File: config.mk
export PLATFORM = sky130hd
export DESIGN_NAME = pipe_skid_reg_flat
export DESIGN_NICKNAME = d
export VERILOG_FILES = /design/src/rtl/pipe_skid_reg_pkg.sv /design/src/rtl/pipe_skid_reg_if.sv /design/src/rtl/pipe_skid_reg_flopenr.sv /design/src/rtl/pipe_skid_reg.sv /design/src/flat_wrapper.sv
export SDC_FILE = /design/constraint.sdc
export NUM_CORES = 1
export LEC_CHECK = 0
export BUFFER_PORTS_ARGS = -buffer_cell sky130_fd_sc_hd__buf_2
export CORE_ASPECT_RATIO = 1.2
export CORE_UTILIZATION = 50
export CTS_CLUSTER_DIAMETER = 120
export CTS_CLUSTER_SIZE = 24
export DETAILED_ROUTE_END_ITERATION = 12
export PLACE_DENSITY = 0.76
export SLEW_MARGIN = 20
export SYNTH_ARGS = -nofsm -noshare
export SYNTH_HDL_FRONTEND = slang
export SYNTH_SLANG_ARGS = --single-unit
File: constraint.sdc
create_clock -name clk -period 2.9 [get_ports clk]
set_input_delay 0.58 -clock clk [delete_from_list [all_inputs] [get_ports clk]]
set_output_delay 0.58 -clock clk [all_outputs]
set_load 0.02 [all_outputs]
File: src/rtl/pipe_skid_reg_pkg.sv
// Shared types and constants for the pipe_skid_reg elastic register slice.
package pipe_pkg;

  localparam int WIDTH_DEF = 64;

  typedef enum logic [1:0] {
    EMPTY = 2'd0,
    BUSY  = 2'd1,
    FULL  = 2'd2
  } state_t;

  function automatic logic [31:0] sat_inc32(input logic [31:0] v);
    return (v == 32'hFFFF_FFFF) ? v : v + 32'd1;
  endfunction

endpackage

File: src/rtl/pipe_skid_reg_if.sv
// Valid/ready handshake bundle for pipe_skid_reg; master drives upstream data and downstream ready.
interface pipe_skid_reg_if
  import pipe_pkg::*;
#(
  parameter int N = WIDTH_DEF
);
  logic [N-1:0] d;
  logic         in_valid;
  logic         in_ready;
  logic [N-1:0] q;
  logic         q_valid;
  logic         out_ready;
  logic         flush;

  modport master (
    output d, in_valid, out_ready, flush,
    input  in_ready, q, q_valid
  );

  modport slave (
    input  d, in_valid, out_ready, flush,
    output in_ready, q, q_valid
  );
endinterface

File: src/rtl/pipe_skid_reg_flopenr.sv
// N-bit enabled register with synchronous active-low reset and synchronous clear.
module flopenr #(
  parameter int N = 64
) (
  input  logic         clk,
  input  logic         reset,
  input  logic         clr_i,
  input  logic         en_i,
  input  logic [N-1:0] d_i,
  output logic [N-1:0] q_o
);

  always_ff @(posedge clk) begin
    if (!reset)      q_o <= '0;
    else if (clr_i)  q_o <= '0;
    else if (en_i)   q_o <= d_i;
  end

endmodule

File: src/rtl/pipe_skid_reg.sv
// Two-entry elastic register (main + skid) with registered valid/ready on both sides.
// Optional macro PIPE_SKID_STATS_EN adds a saturating downstream-stall counter.
module pipe_skid_reg
  import pipe_pkg::*;
#(
  parameter int N = WIDTH_DEF
) (
  input  logic          clk,
  input  logic          reset,
  pipe_skid_reg_if.slave bus
`ifdef PIPE_SKID_STATS_EN
  ,
  output logic [31:0]   stall_count
`endif
);

  state_t       state_q, state_d;
  logic         main_en, skid_en, main_from_skid;
  logic [N-1:0] main_d, main_q, skid_q;

  always_ff @(posedge clk) begin
    if (!reset) state_q <= EMPTY;
    else        state_q <= state_d;
  end

  // Handshake outputs come only from state_q so no input reaches them combinationally.
  always_comb begin
    state_d        = state_q;
    main_en        = 1'b0;
    skid_en        = 1'b0;
    main_from_skid = 1'b0;
    unique case (state_q)
      EMPTY: begin
        if (bus.in_valid) begin
          state_d = BUSY;
          main_en = 1'b1;
        end
      end
      BUSY: begin
        if (bus.in_valid && bus.out_ready) begin
          main_en = 1'b1;
        end else if (bus.in_valid) begin
          state_d = FULL;
          skid_en = 1'b1;
        end else if (bus.out_ready) begin
          state_d = EMPTY;
        end
      end
      FULL: begin
        if (bus.out_ready) begin
          state_d        = BUSY;
          main_en        = 1'b1;
          main_from_skid = 1'b1;
        end
      end
      default: state_d = EMPTY;
    endcase
    if (bus.flush) state_d = EMPTY;
  end

  assign main_d = main_from_skid ? skid_q : bus.d;

  flopenr #(.N(N)) u_main (
    .clk   (clk),
    .reset (reset),
    .clr_i (bus.flush),
    .en_i  (main_en),
    .d_i   (main_d),
    .q_o   (main_q)
  );

  flopenr #(.N(N)) u_skid (
    .clk   (clk),
    .reset (reset),
    .clr_i (bus.flush),
    .en_i  (skid_en),
    .d_i   (bus.d),
    .q_o   (skid_q)
  );

  assign bus.q        = main_q;
  assign bus.q_valid  = (state_q != EMPTY);
  assign bus.in_ready = (state_q != FULL);

`ifdef PIPE_SKID_STATS_EN
  logic [31:0] stall_q;

  // Flush deliberately leaves the statistic untouched.
  always_ff @(posedge clk) begin
    if (!reset)                              stall_q <= '0;
    else if (bus.q_valid && !bus.out_ready)  stall_q <= sat_inc32(stall_q);
  end

  assign stall_count = stall_q;
`endif

endmodule

File: src/flat_wrapper.sv
// flat-port wrapper written by rule: the top's interface ports become plain ports
module pipe_skid_reg_flat import pipe_pkg::*;
#(
  parameter int N = WIDTH_DEF
)
  (clk, reset, bus_d, bus_in_valid, bus_out_ready, bus_flush, bus_in_ready, bus_q, bus_q_valid);
  pipe_skid_reg_if #(.N(N)) bus_i ();
  input  logic clk;
  input  logic reset;
  input wire logic [$bits(bus_i.d)-1:0] bus_d;
  input wire logic [$bits(bus_i.in_valid)-1:0] bus_in_valid;
  input wire logic [$bits(bus_i.out_ready)-1:0] bus_out_ready;
  input wire logic [$bits(bus_i.flush)-1:0] bus_flush;
  output wire logic [$bits(bus_i.in_ready)-1:0] bus_in_ready;
  output wire logic [$bits(bus_i.q)-1:0] bus_q;
  output wire logic [$bits(bus_i.q_valid)-1:0] bus_q_valid;
  assign bus_i.d = bus_d;
  assign bus_i.in_valid = bus_in_valid;
  assign bus_i.out_ready = bus_out_ready;
  assign bus_i.flush = bus_flush;
  assign bus_in_ready = bus_i.in_ready;
  assign bus_q = bus_i.q;
  assign bus_q_valid = bus_i.q_valid;
  pipe_skid_reg #(.N(N)) u_core (.clk(clk), .reset(reset), .bus(bus_i));
endmodule
==> flow_summary.html, run 1 <==
<table>
<tr><th>Metric</th><th>Value</th></tr>
<tr><th colspan="2">Outcome</th></tr>
<tr><td>Run status</td><td>complete, no violations</td></tr>
<tr><th colspan="2">Synthesis</th></tr>
<tr><td>Synthesized area per cell</td><td>8.14 um^2</td></tr>
<tr><td>Cell variety after synth</td><td>23</td></tr>
<tr><td>Share of Yosys cell area claimed by the top area cell type</td><td>47.7%</td></tr>
<tr><td>Cell count after synthesis</td><td>670</td></tr>
<tr><td>Syn Nets</td><td>739</td></tr>
<tr><td>Most frequent cells after synthesis</td><td>sky130_fd_sc_hd__nand2_1, sky130_fd_sc_hd__dfxtp_1, sky130_fd_sc_hd__a21oi_1, sky130_fd_sc_hd__a211oi_1, sky130_fd_sc_hd__a311oi_1</td></tr>
<tr><td>Cell with the most instances after synthesis</td><td>sky130_fd_sc_hd__nand2_1</td></tr>
<tr><td>Asr flop ratio synth</td><td>0%</td></tr>
<tr><td>Cell accounting for the most synthesized area</td><td>sky130_fd_sc_hd__dfxtp_1</td></tr>
<tr><td>Number of flip-flops and latches in the synthesized netlist</td><td>130</td></tr>
<tr><td>Post-synthesis sequential area ratio</td><td>47.7%</td></tr>
<tr><td>EDFF count, synth</td><td>0</td></tr>
<tr><td>Leading cell types by total area after synthesis</td><td>sky130_fd_sc_hd__dfxtp_1, sky130_fd_sc_hd__nand2_1, sky130_fd_sc_hd__a311oi_1</td></tr>
<tr><td>Synthesized cell area</td><td>5460 um^2</td></tr>
<tr><td>Most used flip-flop cell after synthesis</td><td>sky130_fd_sc_hd__dfxtp_1</td></tr>
<tr><td>Count of warnings emitted by yosys</td><td>0</td></tr>
<tr><th colspan="2">Clock tree</th></tr>
<tr><td>Maximum number of buffers from clock root to sink</td><td>2</td></tr>
<tr><td>CTS Buf Count</td><td>17</td></tr>
<tr><td>Post-CTS resize count</td><td>0</td></tr>
<tr><td>Cell at the root of the clock tree</td><td>sky130_fd_sc_hd__clkbuf_16</td></tr>
<tr><td>Insertion delay to the later sink of the worst-skew pair</td><td>410 ps</td></tr>
<tr><td># H-tree levels</td><td>4</td></tr>
<tr><td>CTS tree</td><td>done</td></tr>
<tr><td>Post-CTS setup buffer count</td><td>0</td></tr>
<tr><td>Quantity of hold-fixing buffers added after cts</td><td>0</td></tr>
<tr><td>Number of clock sinks</td><td>130</td></tr>
<tr><td>Register clock-pin slew on the reported worst setup and hold paths</td><td>50 ps</td></tr>
<tr><th colspan="2">Routing</th></tr>
<tr><td>Count of nets left with antenna violations after detail routing</td><td>0</td></tr>
<tr><td>Iteration count of the initial detailed-routing pass</td><td>5</td></tr>
<tr><td>WL per Instance</td><td>15.6 um</td></tr>
<tr><td>Total DRC errors in the routed layout</td><td>0</td></tr>
<tr><td>Routed via count divided by cell count</td><td>5.79</td></tr>
<tr><td>Post-detailed-routing wire length</td><td>14,100 um</td></tr>
<tr><td>Number of design-rule violations left by the first detailed-router iteration</td><td>434</td></tr>
<tr><td>Vias after detailed routing</td><td>5,247</td></tr>
<tr><th colspan="2">Placed design</th></tr>
<tr><td>Routability Congestion</td><td>0.743</td></tr>
<tr><td>IO Port Bufs</td><td>134</td></tr>
<tr><td>Cell area after placement</td><td>6110 um^2</td></tr>
<tr><td>Hpwl dp</td><td>8630 um</td></tr>
<tr><td>Cell count after placement</td><td>875</td></tr>
<tr><th colspan="2">Setup path</th></tr>
<tr><td>R2r setup slk</td><td>900 ps</td></tr>
<tr><td>Critical path type</td><td>reg -&gt; reg</td></tr>
<tr><td>Critical path buffer and inverter count</td><td>1</td></tr>
<tr><td>Cell with the largest stage delay on the worst path</td><td>sky130_fd_sc_hd__o21ai_4</td></tr>
<tr><td>Kind of end point of the critical path</td><td>register</td></tr>
<tr><td>Cell Chain, Critical Path</td><td>nand2b_1 -&gt; o21ai_4 -&gt; buf_12 -&gt; a311oi_1</td></tr>
<tr><td>Arr. time, crit path</td><td>2270 ps</td></tr>
<tr><td>Cell class contributing the biggest share of worst-path delay</td><td>compound AO/OA/AOI/OAI gates</td></tr>
<tr><td>Peak fanout along the critical path</td><td>36</td></tr>
<tr><td>Worst-case reg-to-reg path depth</td><td>4</td></tr>
<tr><td>CP startpoint kind</td><td>register</td></tr>
<tr><td>Worst stage delay on the critical path</td><td>660 ps</td></tr>
<tr><td>FF-to-FF End</td><td>u_core.u_main.q_o[57]$_SDFFE_PP0P_</td></tr>
<tr><td>Worst flop-to-flop path startpoint</td><td>u_core.state_q[1]$_SDFFE_PP0P_</td></tr>
<tr><td>Required arrival time at the worst endpoint</td><td>3170 ps</td></tr>
<tr><th colspan="2">Layout</th></tr>
<tr><td>Final layout net count</td><td>834</td></tr>
<tr><td>Count of inserted antenna diode cells</td><td>0</td></tr>
<tr><td>Fraction of final layout cells with drive strength greater than 1</td><td>23.8%</td></tr>
<tr><td>Final standard cell count with taps included and fillers excluded</td><td>906</td></tr>
<tr><td>Post-layout instance area</td><td>6710 um^2</td></tr>
<tr><td>Layout area overhead</td><td>23.0%</td></tr>
<tr><th colspan="2">Hold path</th></tr>
<tr><td>Hold Path Stages</td><td>3</td></tr>
<tr><td>Worst Hold Endpoint</td><td>u_core.u_skid.q_o[49]$_SDFFE_PP0P_</td></tr>
<tr><td>Start point of the worst hold path</td><td>bus_d[49]</td></tr>
<tr><td>Hold WC Path Type</td><td>in -&gt; reg</td></tr>
<tr><th colspan="2">Timing</th></tr>
<tr><td>RSZ-0062 raised after global routing</td><td>no</td></tr>
<tr><td>Final Skew</td><td>4.62 ps</td></tr>
<tr><td>Endpoints failing setup</td><td>0</td></tr>
<tr><td>Final Critical Period</td><td>2000 ps</td></tr>
<tr><td>Min Hold Slack</td><td>412 ps</td></tr>
<tr><td>Count of endpoints failing hold in the final timing report</td><td>0</td></tr>
<tr><td>Worst slew slack as a fraction of its limit</td><td>49.7%</td></tr>
<tr><td>Fin Setup TNS</td><td>0 ps</td></tr>
<tr><td>Fmax achieved</td><td>0.500 GHz</td></tr>
<tr><td>Tcrit/Tclk final</td><td>68.9%</td></tr>
<tr><td>Slew Viols, Final</td><td>0</td></tr>
<tr><td>Slew at the pin closest to its max-slew limit</td><td>751 ps</td></tr>
<tr><th colspan="2">Floorplanning</th></tr>
<tr><td>Number of top-level pins</td><td>135</td></tr>
<tr><td>Die boundary width</td><td>97.4 um</td></tr>
<tr><td>Die height</td><td>116 um</td></tr>
<tr><td>Number of standard-cell rows in the floorplan</td><td>41</td></tr>
<tr><td>Initial core utilization</td><td>51.6%</td></tr>
<tr><td>Area of the placeable core</td><td>10,600 um^2</td></tr>
<tr><td>Total Die Area</td><td>11,300 um^2</td></tr>
<tr><th colspan="2">Global routing</th></tr>
<tr><td>Global-route usage over all layers</td><td>25.5%</td></tr>
<tr><td>Via count of the first global-routing pass</td><td>4,704</td></tr>
<tr><td>Pin count of the biggest net entering global routing</td><td>71</td></tr>
<tr><td>Overflow after GRT</td><td>0</td></tr>
<tr><td>Wire length of the first global-routing pass</td><td>23,300 um</td></tr>
<tr><td>Number of antenna violations at the first check in global routing</td><td>1</td></tr>
<tr><th colspan="2">Run</th></tr>
<tr><td>Reported max-cap violation count</td><td>0</td></tr>
<tr><th colspan="2">Power</th></tr>
<tr><td>Power, Total</td><td>4.36 mW</td></tr>
<tr><td>Maximum VDD drop</td><td>0.363 mV</td></tr>
<tr><td>Static power due to leakage</td><td>2.63 nW</td></tr>
<tr><td>Pwr dens</td><td>650 nW/um^2</td></tr>
</table>
## report_power, final
| part | switching [mW] | leakage, nW | internal (mW) |
|---|---|---|---|
| logic | 0.242 | 1.28 | 0.147 |
| registers | 0.0280 | 1.06 | 1.84 |
| clock network | 0.730 | 0.292 | 1.38 |
| total | 1.00 | 2.63 | 3.36 |
## routing by layer
layer	share of wire (%)	wire length (um)	global-route usage, %	vias up
met5	0	0	0	-
met4	1.5	206	10.0	0
li1	-	-	-	2560
met2	46	6490	39.7	210
met3	8.3	1170	8.08	18
met1	44	6250	33.2	2459
## worst max-delay path by stage
| stage | startpoint | endpoint | cells after the start |
|---|---|---|---|
| 2_1_floorplan | bus_out_ready | u_core.u_main.q_o[10]$_SDFFE_PP0P_ | 6 |
| 3_3_place_gp | bus_in_valid | u_core.u_main.q_o[58]$_SDFFE_PP0P_ | 5 |
| 3_5_place_dp | bus_in_valid | u_core.u_main.q_o[57]$_SDFFE_PP0P_ | 5 |
| 4_1_cts | u_core.state_q[1]$_SDFFE_PP0P_ | u_core.u_main.q_o[57]$_SDFFE_PP0P_ | 4 |
| 5_1_grt | u_core.state_q[0]$_SDFFE_PP0P_ | u_core.u_main.q_o[22]$_SDFFE_PP0P_ | 4 |
| 6_report | u_core.state_q[1]$_SDFFE_PP0P_ | u_core.u_main.q_o[57]$_SDFFE_PP0P_ | 4 |
## cell type report
class / count / area [um^2]
repair buffers: 147 / 831
well taps: 129 / 161
clock inverters: 2 / 37.5
fillers: 916 / 3860
multi-input cells: 469 / 2520
flip-flops and latches: 130 / 2600
clock buffers: 29 / 561
## stage by stage
step	utilization [%]	worst slack [ps]
after CTS	63.5	922
after floorplan	-	1310
final	63.5	900
after global placement	57.8	802
after detailed placement	57.8	741
after global routing	63.5	789
## state kept, by name, summed over array words and instances, names as in the netlist
signal,cells
u_core.u_main.q_o,64
u_core.u_skid.q_o,64
u_core.state_q,2
## kinds of logic after synthesis
kind of cell	synth area share, %
buffers and inverters	7.32
AOI/OAI and AO/OA	25.5
and+or+nand+nor	19.5
DFF	47.7
## cell usage in the layout (no fill, tap or decap), drive strengths merged
cell / synthesis / final
and3b: 1 / 1
nor2b: 3 / 3
o21a: 1 / 1
or2: 1 / 1
buf: 49 / 147
nand2: 251 / 251
nand3: 4 / 4
a21oi: 66 / 66
a31oi: 4 / 4
dfxtp: 130 / 130
clkbuf: 22 / 29
a211oi: 61 / 61
a311oi: 60 / 60
clkinvlp: 0 / 1
bufinv: 0 / 1
nand3b: 1 / 1
nor4bb: 1 / 1
nand2b: 4 / 4
nand4bb: 1 / 1
or3b: 1 / 1
o21ai: 9 / 9
## tightest hold or removal path, delay by kind of cell
kind / cells / cell delay (ps)
buffers and inverters: 1 / 100
AO/OA/AOI/OAI: 1 / 50
AND/OR/NAND/NOR: 1 / 50
Power figures use the tool's default switching activity.
==> run 2: changes to the inputs <==
--- a/config.mk
+++ b/config.mk
@@ -5,13 +5,14 @@
 export SDC_FILE = /design/constraint.sdc
 export NUM_CORES = 1
 export LEC_CHECK = 0
+export ABC_AREA = 1
 export BUFFER_PORTS_ARGS = -buffer_cell sky130_fd_sc_hd__buf_2
 export CORE_ASPECT_RATIO = 1.2
-export CORE_UTILIZATION = 50
+export CORE_UTILIZATION = 48
 export CTS_CLUSTER_DIAMETER = 120
 export CTS_CLUSTER_SIZE = 24
 export DETAILED_ROUTE_END_ITERATION = 12
-export PLACE_DENSITY = 0.76
+export PLACE_DENSITY = 0.75
 export SLEW_MARGIN = 20
 export SYNTH_ARGS = -nofsm -noshare
 export SYNTH_HDL_FRONTEND = slang
==> constraint.sdc (replaced) <==
create_clock -name clk -period 1.6 [get_ports clk]
set_input_delay 0.32 -clock clk [delete_from_list [all_inputs] [get_ports clk]]
set_output_delay 0.32 -clock clk [all_outputs]
set_load 0.02 [all_outputs]
==> run 2 against run 1 <==
Net effect:
- sequential cell count unchanged
- clock-buffer cell count down 5
- combinational power up 89%
- global-route usage up 0.69 points
- via count up 15%
- setup slack worse by 850 ps
==> flow_summary.html, run 2 <==
<table>
<tr><th>Metric</th><th>Value</th></tr>
<tr><th colspan="2">Setup path</th></tr>
<tr><td>Worst-case reg-to-reg path depth</td><td>7</td></tr>
<tr><td>FF-to-FF End</td><td>u_core.u_main.q_o[11]$_SDFFE_PP0P_</td></tr>
<tr><td>R2r setup slk</td><td>160 ps</td></tr>
<tr><td>Critical path type</td><td>reg -&gt; out</td></tr>
<tr><td>Required arrival time at the worst endpoint</td><td>1280 ps</td></tr>
<tr><td>CP Launch Point</td><td>u_core.state_q[0]$_SDFFE_PP0P_</td></tr>
<tr><td>Arr. time, crit path</td><td>1230 ps</td></tr>
<tr><td>Worst flop-to-flop path startpoint</td><td>u_core.state_q[1]$_SDFFE_PP0P_</td></tr>
<tr><td>Peak fanout along the critical path</td><td>11</td></tr>
<tr><td>Worst setup endpoint</td><td>bus_in_ready</td></tr>
<tr><td>Kind of end point of the critical path</td><td>output port</td></tr>
<tr><td>CP startpoint kind</td><td>register</td></tr>
<tr><th colspan="2">Power</th></tr>
<tr><td>Sw frac</td><td>23.9%</td></tr>
<tr><td>Power, Total</td><td>7.80 mW</td></tr>
<tr><td>Internal Dissipation</td><td>5.94 mW</td></tr>
<tr><td>Power spent charging and discharging nets</td><td>1.86 mW</td></tr>
<tr><td>Share of power burned in combinational logic</td><td>9.4%</td></tr>
<tr><td>Static power due to leakage</td><td>3.11 nW</td></tr>
<tr><td>Seq pwr share</td><td>42.7%</td></tr>
<tr><td>Clock share of power</td><td>47.9%</td></tr>
<tr><td>Pwr dens</td><td>1080 nW/um^2</td></tr>
<tr><td>Maximum VDD drop</td><td>0.711 mV</td></tr>
<tr><th colspan="2">Clock tree</th></tr>
<tr><td>Quantity of hold-fixing buffers added after cts</td><td>0</td></tr>
<tr><td>Register clock-pin slew on the reported worst setup and hold paths</td><td>60 ps</td></tr>
<tr><td>Maximum number of buffers from clock root to sink</td><td>2</td></tr>
<tr><td>Number of clock sinks</td><td>130</td></tr>
<tr><td># H-tree levels</td><td>4</td></tr>
<tr><td>Insertion delay to the later sink of the worst-skew pair</td><td>410 ps</td></tr>
<tr><td>CTS Buf Count</td><td>17</td></tr>
<tr><td>Cell at the root of the clock tree</td><td>sky130_fd_sc_hd__clkbuf_16</td></tr>
<tr><td>CTS tree</td><td>done</td></tr>
<tr><th colspan="2">Synthesis</th></tr>
<tr><td>Most used flip-flop cell after synthesis</td><td>sky130_fd_sc_hd__dfxtp_1</td></tr>
<tr><td>Cell variety after synth</td><td>16</td></tr>
<tr><td>Number of flip-flops and latches in the synthesized netlist</td><td>130</td></tr>
<tr><td>Cell count after synthesis</td><td>812</td></tr>
<tr><td>Most frequent cells after synthesis</td><td>sky130_fd_sc_hd__nand2_1, sky130_fd_sc_hd__nand3_1, sky130_fd_sc_hd__dfxtp_1, sky130_fd_sc_hd__a21oi_1, sky130_fd_sc_hd__nand4_1</td></tr>
<tr><td>Asr flop ratio synth</td><td>0%</td></tr>
<tr><td>Leading cell types by total area after synthesis</td><td>sky130_fd_sc_hd__dfxtp_1, sky130_fd_sc_hd__nand2_1, sky130_fd_sc_hd__nand3_1</td></tr>
<tr><td>Count of warnings emitted by yosys</td><td>0</td></tr>
<tr><td>Cell accounting for the most synthesized area</td><td>sky130_fd_sc_hd__dfxtp_1</td></tr>
<tr><td>Synthesized cell area</td><td>5740 um^2</td></tr>
<tr><td>Post-synthesis sequential area ratio</td><td>45.3%</td></tr>
<tr><td>EDFF count, synth</td><td>0</td></tr>
<tr><td>Syn Nets</td><td>881</td></tr>
<tr><td>Cell with the most instances after synthesis</td><td>sky130_fd_sc_hd__nand2_1</td></tr>
<tr><td>Synthesized area per cell</td><td>7.07 um^2</td></tr>
<tr><td>Share of Yosys cell area claimed by the top area cell type</td><td>45.3%</td></tr>
<tr><th colspan="2">Timing</th></tr>
<tr><td>Final Skew</td><td>8.32 ps</td></tr>
<tr><td>Worst slew slack as a fraction of its limit</td><td>66.7%</td></tr>
<tr><td>Worst path setup slack after routing</td><td>52.8 ps</td></tr>
<tr><td>Slew Viols, Final</td><td>0</td></tr>
<tr><td>Endpoints failing setup</td><td>0</td></tr>
<tr><td>Count of endpoints failing hold in the final timing report</td><td>0</td></tr>
<tr><td>Final Critical Period</td><td>1550 ps</td></tr>
<tr><td>Fmax achieved</td><td>0.646 GHz</td></tr>
<tr><td>Slew at the pin closest to its max-slew limit</td><td>500 ps</td></tr>
<tr><td>Tcrit/Tclk final</td><td>96.7%</td></tr>
<tr><td>Fin Setup TNS</td><td>0 ps</td></tr>
<tr><th colspan="2">Routing</th></tr>
<tr><td>Vias after detailed routing</td><td>6,022</td></tr>
<tr><td>Post-detailed-routing wire length</td><td>16,300 um</td></tr>
<tr><td>Iteration count of the initial detailed-routing pass</td><td>5</td></tr>
<tr><td>Count of nets left with antenna violations after detail routing</td><td>0</td></tr>
<tr><td>Number of design-rule violations left by the first detailed-router iteration</td><td>373</td></tr>
<tr><td>Total DRC errors in the routed layout</td><td>0</td></tr>
<tr><td>WL per Instance</td><td>15.1 um</td></tr>
<tr><td>Routed via count divided by cell count</td><td>5.58</td></tr>
<tr><th colspan="2">Layout</th></tr>
<tr><td>Utilization after layout</td><td>61.9%</td></tr>
<tr><td>Most common cell after layout, fill and taps aside</td><td>sky130_fd_sc_hd__nand2_1</td></tr>
<tr><td>Layout area overhead</td><td>25.3%</td></tr>
<tr><td>Count of filler cells inserted in the layout</td><td>1,107</td></tr>
<tr><td>Most frequent cells in the layout</td><td>sky130_fd_sc_hd__nand2_1, sky130_fd_sc_hd__buf_2, sky130_fd_sc_hd__nand3_1</td></tr>
<tr><td>Count of inserted antenna diode cells</td><td>0</td></tr>
<tr><td>Fraction of final layout cells with drive strength greater than 1</td><td>21.7%</td></tr>
<tr><td>Final standard cell count with taps included and fillers excluded</td><td>1,080</td></tr>
<tr><td>Top Registers</td><td>u_core.u_main.q_o (64), u_core.u_skid.q_o (64), u_core.state_q (2)</td></tr>
<tr><td>Final layout net count</td><td>981</td></tr>
<tr><th colspan="2">Hold path</th></tr>
<tr><td>Hold WC Path Type</td><td>in -&gt; reg</td></tr>
<tr><th colspan="2">Placed design</th></tr>
<tr><td>Routability Congestion</td><td>0.761</td></tr>
<tr><td>Worst Setup Slack post-DPL</td><td>129 ps</td></tr>
<tr><td>Cell count after placement</td><td>1,045</td></tr>
<tr><td>Hpwl dp</td><td>9420 um</td></tr>
<tr><td>IO Port Bufs</td><td>134</td></tr>
<tr><th colspan="2">Floorplanning</th></tr>
<tr><td>Area of the placeable core</td><td>11,600 um^2</td></tr>
<tr><td>Initial core utilization</td><td>49.4%</td></tr>
<tr><td>Number of top-level pins</td><td>135</td></tr>
<tr><td>Die boundary width</td><td>102 um</td></tr>
<tr><td>Die height</td><td>122 um</td></tr>
<tr><td>Total Die Area</td><td>12,400 um^2</td></tr>
<tr><td>Number of standard-cell rows in the floorplan</td><td>43</td></tr>
<tr><th colspan="2">Global routing</th></tr>
<tr><td>Pin count of the biggest net entering global routing</td><td>90</td></tr>
<tr><td>Global-route usage over all layers</td><td>26.2%</td></tr>
<tr><td>M3 GR Usage</td><td>6.71%</td></tr>
<tr><td>Busiest layer in global routing</td><td>met2</td></tr>
<tr><td>Number of antenna violations at the first check in global routing</td><td>0</td></tr>
<tr><td>Met2 Usage GRT</td><td>42.3%</td></tr>
<tr><td>Via count of the first global-routing pass</td><td>5,177</td></tr>
<tr><td>Overflow after GRT</td><td>0</td></tr>
<tr><td>Wire length of the first global-routing pass</td><td>25,500 um</td></tr>
<tr><td>GR Layer Usage met1</td><td>33.8%</td></tr>
<tr><th colspan="2">Run</th></tr>
<tr><td>Reported max-cap violation count</td><td>0</td></tr>
<tr><th colspan="2">Outcome</th></tr>
<tr><td>Run status</td><td>complete, no violations</td></tr>
</table>
## run 2: changes by cell type in the layout (fill, tap and decap cells not counted), moves of 5 or more
cell / change
sky130_fd_sc_hd__inv_1: +6
sky130_fd_sc_hd__nand4_1: +63
sky130_fd_sc_hd__clkbuf_8: -6
sky130_fd_sc_hd__a211oi_1: -61
sky130_fd_sc_hd__a311oi_1: -60
sky130_fd_sc_hd__o21ai_0: -7
sky130_fd_sc_hd__nand2_1: +7
sky130_fd_sc_hd__buf_4: +10
sky130_fd_sc_hd__a21oi_1: +62
sky130_fd_sc_hd__clkinv_2: +5
sky130_fd_sc_hd__nand3_1: +127
## run 2: cells by family after synthesis
kind of cell / synth area share, %
AND/OR/NAND/NOR: 35.9
flip-flops: 45.3
AO/OA/AOI/OAI: 11.2
buffers and inverters: 7.48
## run 2: how the worst min path moves through the flow
| stage | start | endpoint | slack, ps | cells past startpoint |
|---|---|---|---|---|
| after floorplan | u_core.u_skid.q_o[31]$_SDFFE_PP0P_ | u_core.u_skid.q_o[31]$_SDFFE_PP0P_ | 440 | 2 |
| after detailed placement | u_core.u_skid.q_o[47]$_SDFFE_PP0P_ | u_core.u_skid.q_o[47]$_SDFFE_PP0P_ | 450 | 2 |
| final | bus_d[13] | u_core.u_skid.q_o[13]$_SDFFE_PP0P_ | 190 | 3 |
| after CTS | bus_d[10] | u_core.u_skid.q_o[10]$_SDFFE_PP0P_ | 180 | 3 |
| after global routing | bus_d[15] | u_core.u_skid.q_o[15]$_SDFFE_PP0P_ | 180 | 3 |
| after global placement | u_core.u_skid.q_o[23]$_SDFFE_PP0P_ | u_core.u_skid.q_o[23]$_SDFFE_PP0P_ | 450 | 2 |
## run 2: critical path: stages, from the launching register on
cell and delay (ps):
sky130_fd_sc_hd__dfxtp_4 360, sky130_fd_sc_hd__inv_8 90, sky130_fd_sc_hd__buf_8 140, sky130_fd_sc_hd__nand2_1 60
sky130_fd_sc_hd__buf_2 160
## run 2: power by group through the flow
stage / registers (mW) / logic [mW] / clock network [mW]
finish: 3.33 / 0.734 / 3.73
global route: 3.34 / 0.800 / 3.92
CTS: 3.33 / 0.721 / 3.77
detailed placement: 3.40 / 0.708 / 0
global placement: 3.40 / 0.704 / 0
floorplan: 3.46 / 0.361 / 0
## run 2: metal layers
layer  up-vias  wire (um)
li1       2964          -
met1      2790       7010
met2       245       7900
met3        23       1160
met4         0        234
met5         -          0
## run 2: area by class of cell
type	instances	area (um^2)	share of cell area, %
multi-input combinational	590	2730	37.9
clock inverter	6	80.1	1.11
timing repair buffer	164	1060	14.7
tap	157	196	2.73
inverter	9	42.5	0.591
clock buffer	24	482	6.70
sequential	130	2610	36.3
## run 2: what timing repair did
action | in CTS | in global routing
resized for setup | 5 | 6
endpoints found under the setup margin | 2 | 2
gates cloned | 1 | 1
setup buffers | 0 | 3
## run 2: through the flow
step           area (um^2)  hold WS, ps
2_1_floorplan         5740          440
3_3_place_gp          6520          449
3_5_place_dp          6520          451
4_1_cts               7130          175
5_1_grt               7190          178
6_report              7190          187
==> run 3: changes to the inputs <==
--- a/config.mk
+++ b/config.mk
@@ -6,13 +6,13 @@
 export NUM_CORES = 1
 export LEC_CHECK = 0
 export ABC_AREA = 1
-export BUFFER_PORTS_ARGS = -buffer_cell sky130_fd_sc_hd__buf_2
 export CORE_ASPECT_RATIO = 1.2
-export CORE_UTILIZATION = 48
+export CORE_UTILIZATION = 50
 export CTS_CLUSTER_DIAMETER = 120
 export CTS_CLUSTER_SIZE = 24
 export DETAILED_ROUTE_END_ITERATION = 12
-export PLACE_DENSITY = 0.75
+export DONT_BUFFER_PORTS = 1
+export PLACE_DENSITY = 0.68
 export SLEW_MARGIN = 20
 export SYNTH_ARGS = -nofsm -noshare
 export SYNTH_HDL_FRONTEND = slang
==> run 3 against run 2 <==
Net effect:
- combinational power down 36%
- total power down 5.2%
- largest cell class unchanged
- clock-buffer cell count down 4
- clock skew down 3.2 ps
- die area down 3.9%
- setup slack better by 48 ps
- core utilization down 3.4 points
- critical path depth down 1
- sequential power up 2%
==> flow_summary.html, run 3 (synthesized netlist as in run 2, its figures left out) <==
<table>
<tr><th>Metric</th><th>Value</th></tr>
<tr><th colspan="2">Timing</th></tr>
<tr><td>Final Skew</td><td>5.07 ps</td></tr>
<tr><td>Endpoints failing setup</td><td>0</td></tr>
<tr><td>Fmax achieved</td><td>0.667 GHz</td></tr>
<tr><td>Worst slew slack as a fraction of its limit</td><td>68.9%</td></tr>
<tr><td>RSZ-0062 raised after global routing</td><td>no</td></tr>
<tr><td>Tcrit/Tclk final</td><td>93.7%</td></tr>
<tr><td>Fin Setup TNS</td><td>0 ps</td></tr>
<tr><td>Slew Viols, Final</td><td>0</td></tr>
<tr><td>Count of endpoints failing hold in the final timing report</td><td>0</td></tr>
<tr><td>Slew at the pin closest to its max-slew limit</td><td>467 ps</td></tr>
<tr><td>Final Critical Period</td><td>1500 ps</td></tr>
<tr><td>Worst path setup slack after routing</td><td>101 ps</td></tr>
<tr><th colspan="2">Setup path</th></tr>
<tr><td>Kind of end point of the critical path</td><td>output port</td></tr>
<tr><td>Worst flop-to-flop path startpoint</td><td>u_core.state_q[1]$_SDFFE_PP0P_</td></tr>
<tr><td>Critical path type</td><td>reg -&gt; out</td></tr>
<tr><td>FF-to-FF End</td><td>u_core.state_q[0]$_SDFFE_PP0P_</td></tr>
<tr><td>R2r setup slk</td><td>250 ps</td></tr>
<tr><td>CP startpoint kind</td><td>register</td></tr>
<tr><td>Worst-case reg-to-reg path depth</td><td>5</td></tr>
<tr><td>Arr. time, crit path</td><td>1180 ps</td></tr>
<tr><td>Required arrival time at the worst endpoint</td><td>1280 ps</td></tr>
<tr><td>Peak fanout along the critical path</td><td>18</td></tr>
<tr><th colspan="2">Power</th></tr>
<tr><td>Pwr dens</td><td>1140 nW/um^2</td></tr>
<tr><td>Maximum VDD drop</td><td>0.686 mV</td></tr>
<tr><td>Static power due to leakage</td><td>2.45 nW</td></tr>
<tr><td>Power, Total</td><td>7.40 mW</td></tr>
<tr><th colspan="2">Clock tree</th></tr>
<tr><td>CTS Buf Count</td><td>17</td></tr>
<tr><td>Maximum number of buffers from clock root to sink</td><td>2</td></tr>
<tr><td>CTS tree</td><td>done</td></tr>
<tr><td># H-tree levels</td><td>4</td></tr>
<tr><td>Insertion delay to the later sink of the worst-skew pair</td><td>420 ps</td></tr>
<tr><td>Cell at the root of the clock tree</td><td>sky130_fd_sc_hd__clkbuf_16</td></tr>
<tr><td>Number of clock sinks</td><td>130</td></tr>
<tr><td>Quantity of hold-fixing buffers added after cts</td><td>0</td></tr>
<tr><td>Register clock-pin slew on the reported worst setup and hold paths</td><td>60 ps</td></tr>
<tr><th colspan="2">Layout</th></tr>
<tr><td>Final layout net count</td><td>847</td></tr>
<tr><td>Most common cell after layout, fill and taps aside</td><td>sky130_fd_sc_hd__nand2_1</td></tr>
<tr><td>Top Registers</td><td>u_core.u_main.q_o (64), u_core.u_skid.q_o (64), u_core.state_q (2)</td></tr>
<tr><td>Fraction of final layout cells with drive strength greater than 1</td><td>8.86%</td></tr>
<tr><td>Most frequent cells in the layout</td><td>sky130_fd_sc_hd__nand2_1, sky130_fd_sc_hd__nand3_1, sky130_fd_sc_hd__a21oi_1, sky130_fd_sc_hd__dfxtp_1, sky130_fd_sc_hd__nand4_1</td></tr>
<tr><td>Final standard cell count with taps included and fillers excluded</td><td>944</td></tr>
<tr><td>Layout area overhead</td><td>13.1%</td></tr>
<tr><td>Count of inserted antenna diode cells</td><td>0</td></tr>
<tr><th colspan="2">Placed design</th></tr>
<tr><td>Routability Congestion</td><td>0.801</td></tr>
<tr><td>Cell count after placement</td><td>907</td></tr>
<tr><td>Worst Setup Slack post-DPL</td><td>261 ps</td></tr>
<tr><td>Hpwl dp</td><td>9780 um</td></tr>
<tr><td>IO Port Bufs</td><td>0</td></tr>
<tr><th colspan="2">Floorplanning</th></tr>
<tr><td>Die boundary width</td><td>99.8 um</td></tr>
<tr><td>Initial core utilization</td><td>51.8%</td></tr>
<tr><td>Total Die Area</td><td>11,900 um^2</td></tr>
<tr><td>Die height</td><td>119 um</td></tr>
<tr><td>Number of top-level pins</td><td>135</td></tr>
<tr><td>Number of standard-cell rows in the floorplan</td><td>42</td></tr>
<tr><td>Area of the placeable core</td><td>11,100 um^2</td></tr>
<tr><th colspan="2">Routing</th></tr>
<tr><td>Count of nets left with antenna violations after detail routing</td><td>0</td></tr>
<tr><td>Post-detailed-routing wire length</td><td>16,100 um</td></tr>
<tr><td>Routed via count divided by cell count</td><td>5.86</td></tr>
<tr><td>Number of design-rule violations left by the first detailed-router iteration</td><td>470</td></tr>
<tr><td>WL per Instance</td><td>17.1 um</td></tr>
<tr><td>Vias after detailed routing</td><td>5,528</td></tr>
<tr><td>Total DRC errors in the routed layout</td><td>0</td></tr>
<tr><td>Iteration count of the initial detailed-routing pass</td><td>5</td></tr>
<tr><th colspan="2">Global routing</th></tr>
<tr><td>Number of antenna violations at the first check in global routing</td><td>0</td></tr>
<tr><td>Wire length of the first global-routing pass</td><td>25,900 um</td></tr>
<tr><td>Pin count of the biggest net entering global routing</td><td>66</td></tr>
<tr><td>Via count of the first global-routing pass</td><td>5,197</td></tr>
<tr><td>Overflow after GRT</td><td>0</td></tr>
<tr><td>Global-route usage over all layers</td><td>27.4%</td></tr>
<tr><th colspan="2">Hold path</th></tr>
<tr><td>Hold WC Path Type</td><td>in -&gt; reg</td></tr>
<tr><td>Start point of the worst hold path</td><td>bus_d[7]</td></tr>
<tr><td>Hold Path Stages</td><td>2</td></tr>
<tr><td>Worst Hold Endpoint</td><td>u_core.u_skid.q_o[7]$_SDFFE_PP0P_</td></tr>
<tr><th colspan="2">Run</th></tr>
<tr><td>Reported max-cap violation count</td><td>0</td></tr>
<tr><th colspan="2">Outcome</th></tr>
<tr><td>Run status</td><td>complete, no violations</td></tr>
</table>
-- run 3: cell count changes in the layout (fill, tap and decap cells not counted), moves of 2 or more --
cell / change
sky130_fd_sc_hd__clkinvlp_4: +3
sky130_fd_sc_hd__clkbuf_8: -3
sky130_fd_sc_hd__buf_12: +2
sky130_fd_sc_hd__inv_4: +2
sky130_fd_sc_hd__buf_8: -2
sky130_fd_sc_hd__nand2_1: -2
sky130_fd_sc_hd__buf_2: -133
sky130_fd_sc_hd__nand2_2: +2
-- run 3: worst max-delay path by stage --
| stage | from | end | cells past startpoint |
|---|---|---|---|
| 6_report | u_core.state_q[0]$_SDFFE_PP0P_ | bus_q_valid | 3 |
| 5_1_grt | u_core.state_q[1]$_SDFFE_PP0P_ | bus_q_valid | 3 |
| 4_1_cts | u_core.state_q[0]$_SDFFE_PP0P_ | bus_q_valid | 3 |
| 3_5_place_dp | reset | u_core.u_main.q_o[24]$_SDFFE_PP0P_ | 5 |
| 3_3_place_gp | u_core.state_q[1]$_SDFFE_PP0P_ | u_core.state_q[0]$_SDFFE_PP0P_ | 5 |
| 2_1_floorplan | bus_out_ready | u_core.u_main.q_o[62]$_SDFFE_PP0P_ | 8 |
-- run 3: area by class of cell --
cell class	instances	area (um^2)
fillers	1041	4600
multi-input cells	590	2730
flip-flops and latches	130	2610
clock buffers	20	437
repair buffers	30	393
well taps	154	193
clock inverters	11	91.3
inverters	9	38.8
-- run 3: what timing repair did --
| item | CTS | global route |
|---|---|---|
| endpoints found under the setup margin | 2 | 2 |
| gates resized for setup | 3 | 2 |
| gates cloned | 1 | 1 |
| setup buffers | 0 | 4 |
-- run 3: critical path, stage by stage (launching register included) --
cell and delay (ps):
sky130_fd_sc_hd__dfxtp_2 340, sky130_fd_sc_hd__inv_4 110, sky130_fd_sc_hd__buf_12 170, sky130_fd_sc_hd__nand2_2 130
-- run 3: through the flow --
step                      hold WS, ps  util (%)  instance area, um^2
after global routing             55.8      58.5                 6490
after floorplan                   440         -                 5740
after CTS                        52.8      58.0                 6430
after global placement            448      52.9                 5860
final                            59.3      58.5                 6490
after detailed placement          453      52.9                 5860
-- run 3: report_power, final --
part,switching [mW],internal [mW]
Sequential,0.106,3.30
Combinational,0.316,0.156
Clock,1.41,2.10
-- run 3: routing by layer --
| layer | vias up | global-route usage (%) | part of all wire [%] |
|---|---|---|---|
| met3 | 32 | 7.86 | 8.0 |
| met4 | 0 | 10.7 | 2.1 |
| li1 | 2689 | - | - |
| met1 | 2583 | 32.5 | 40 |
| met2 | 224 | 46.5 | 50 |
| met5 | - | 0 | 0 |
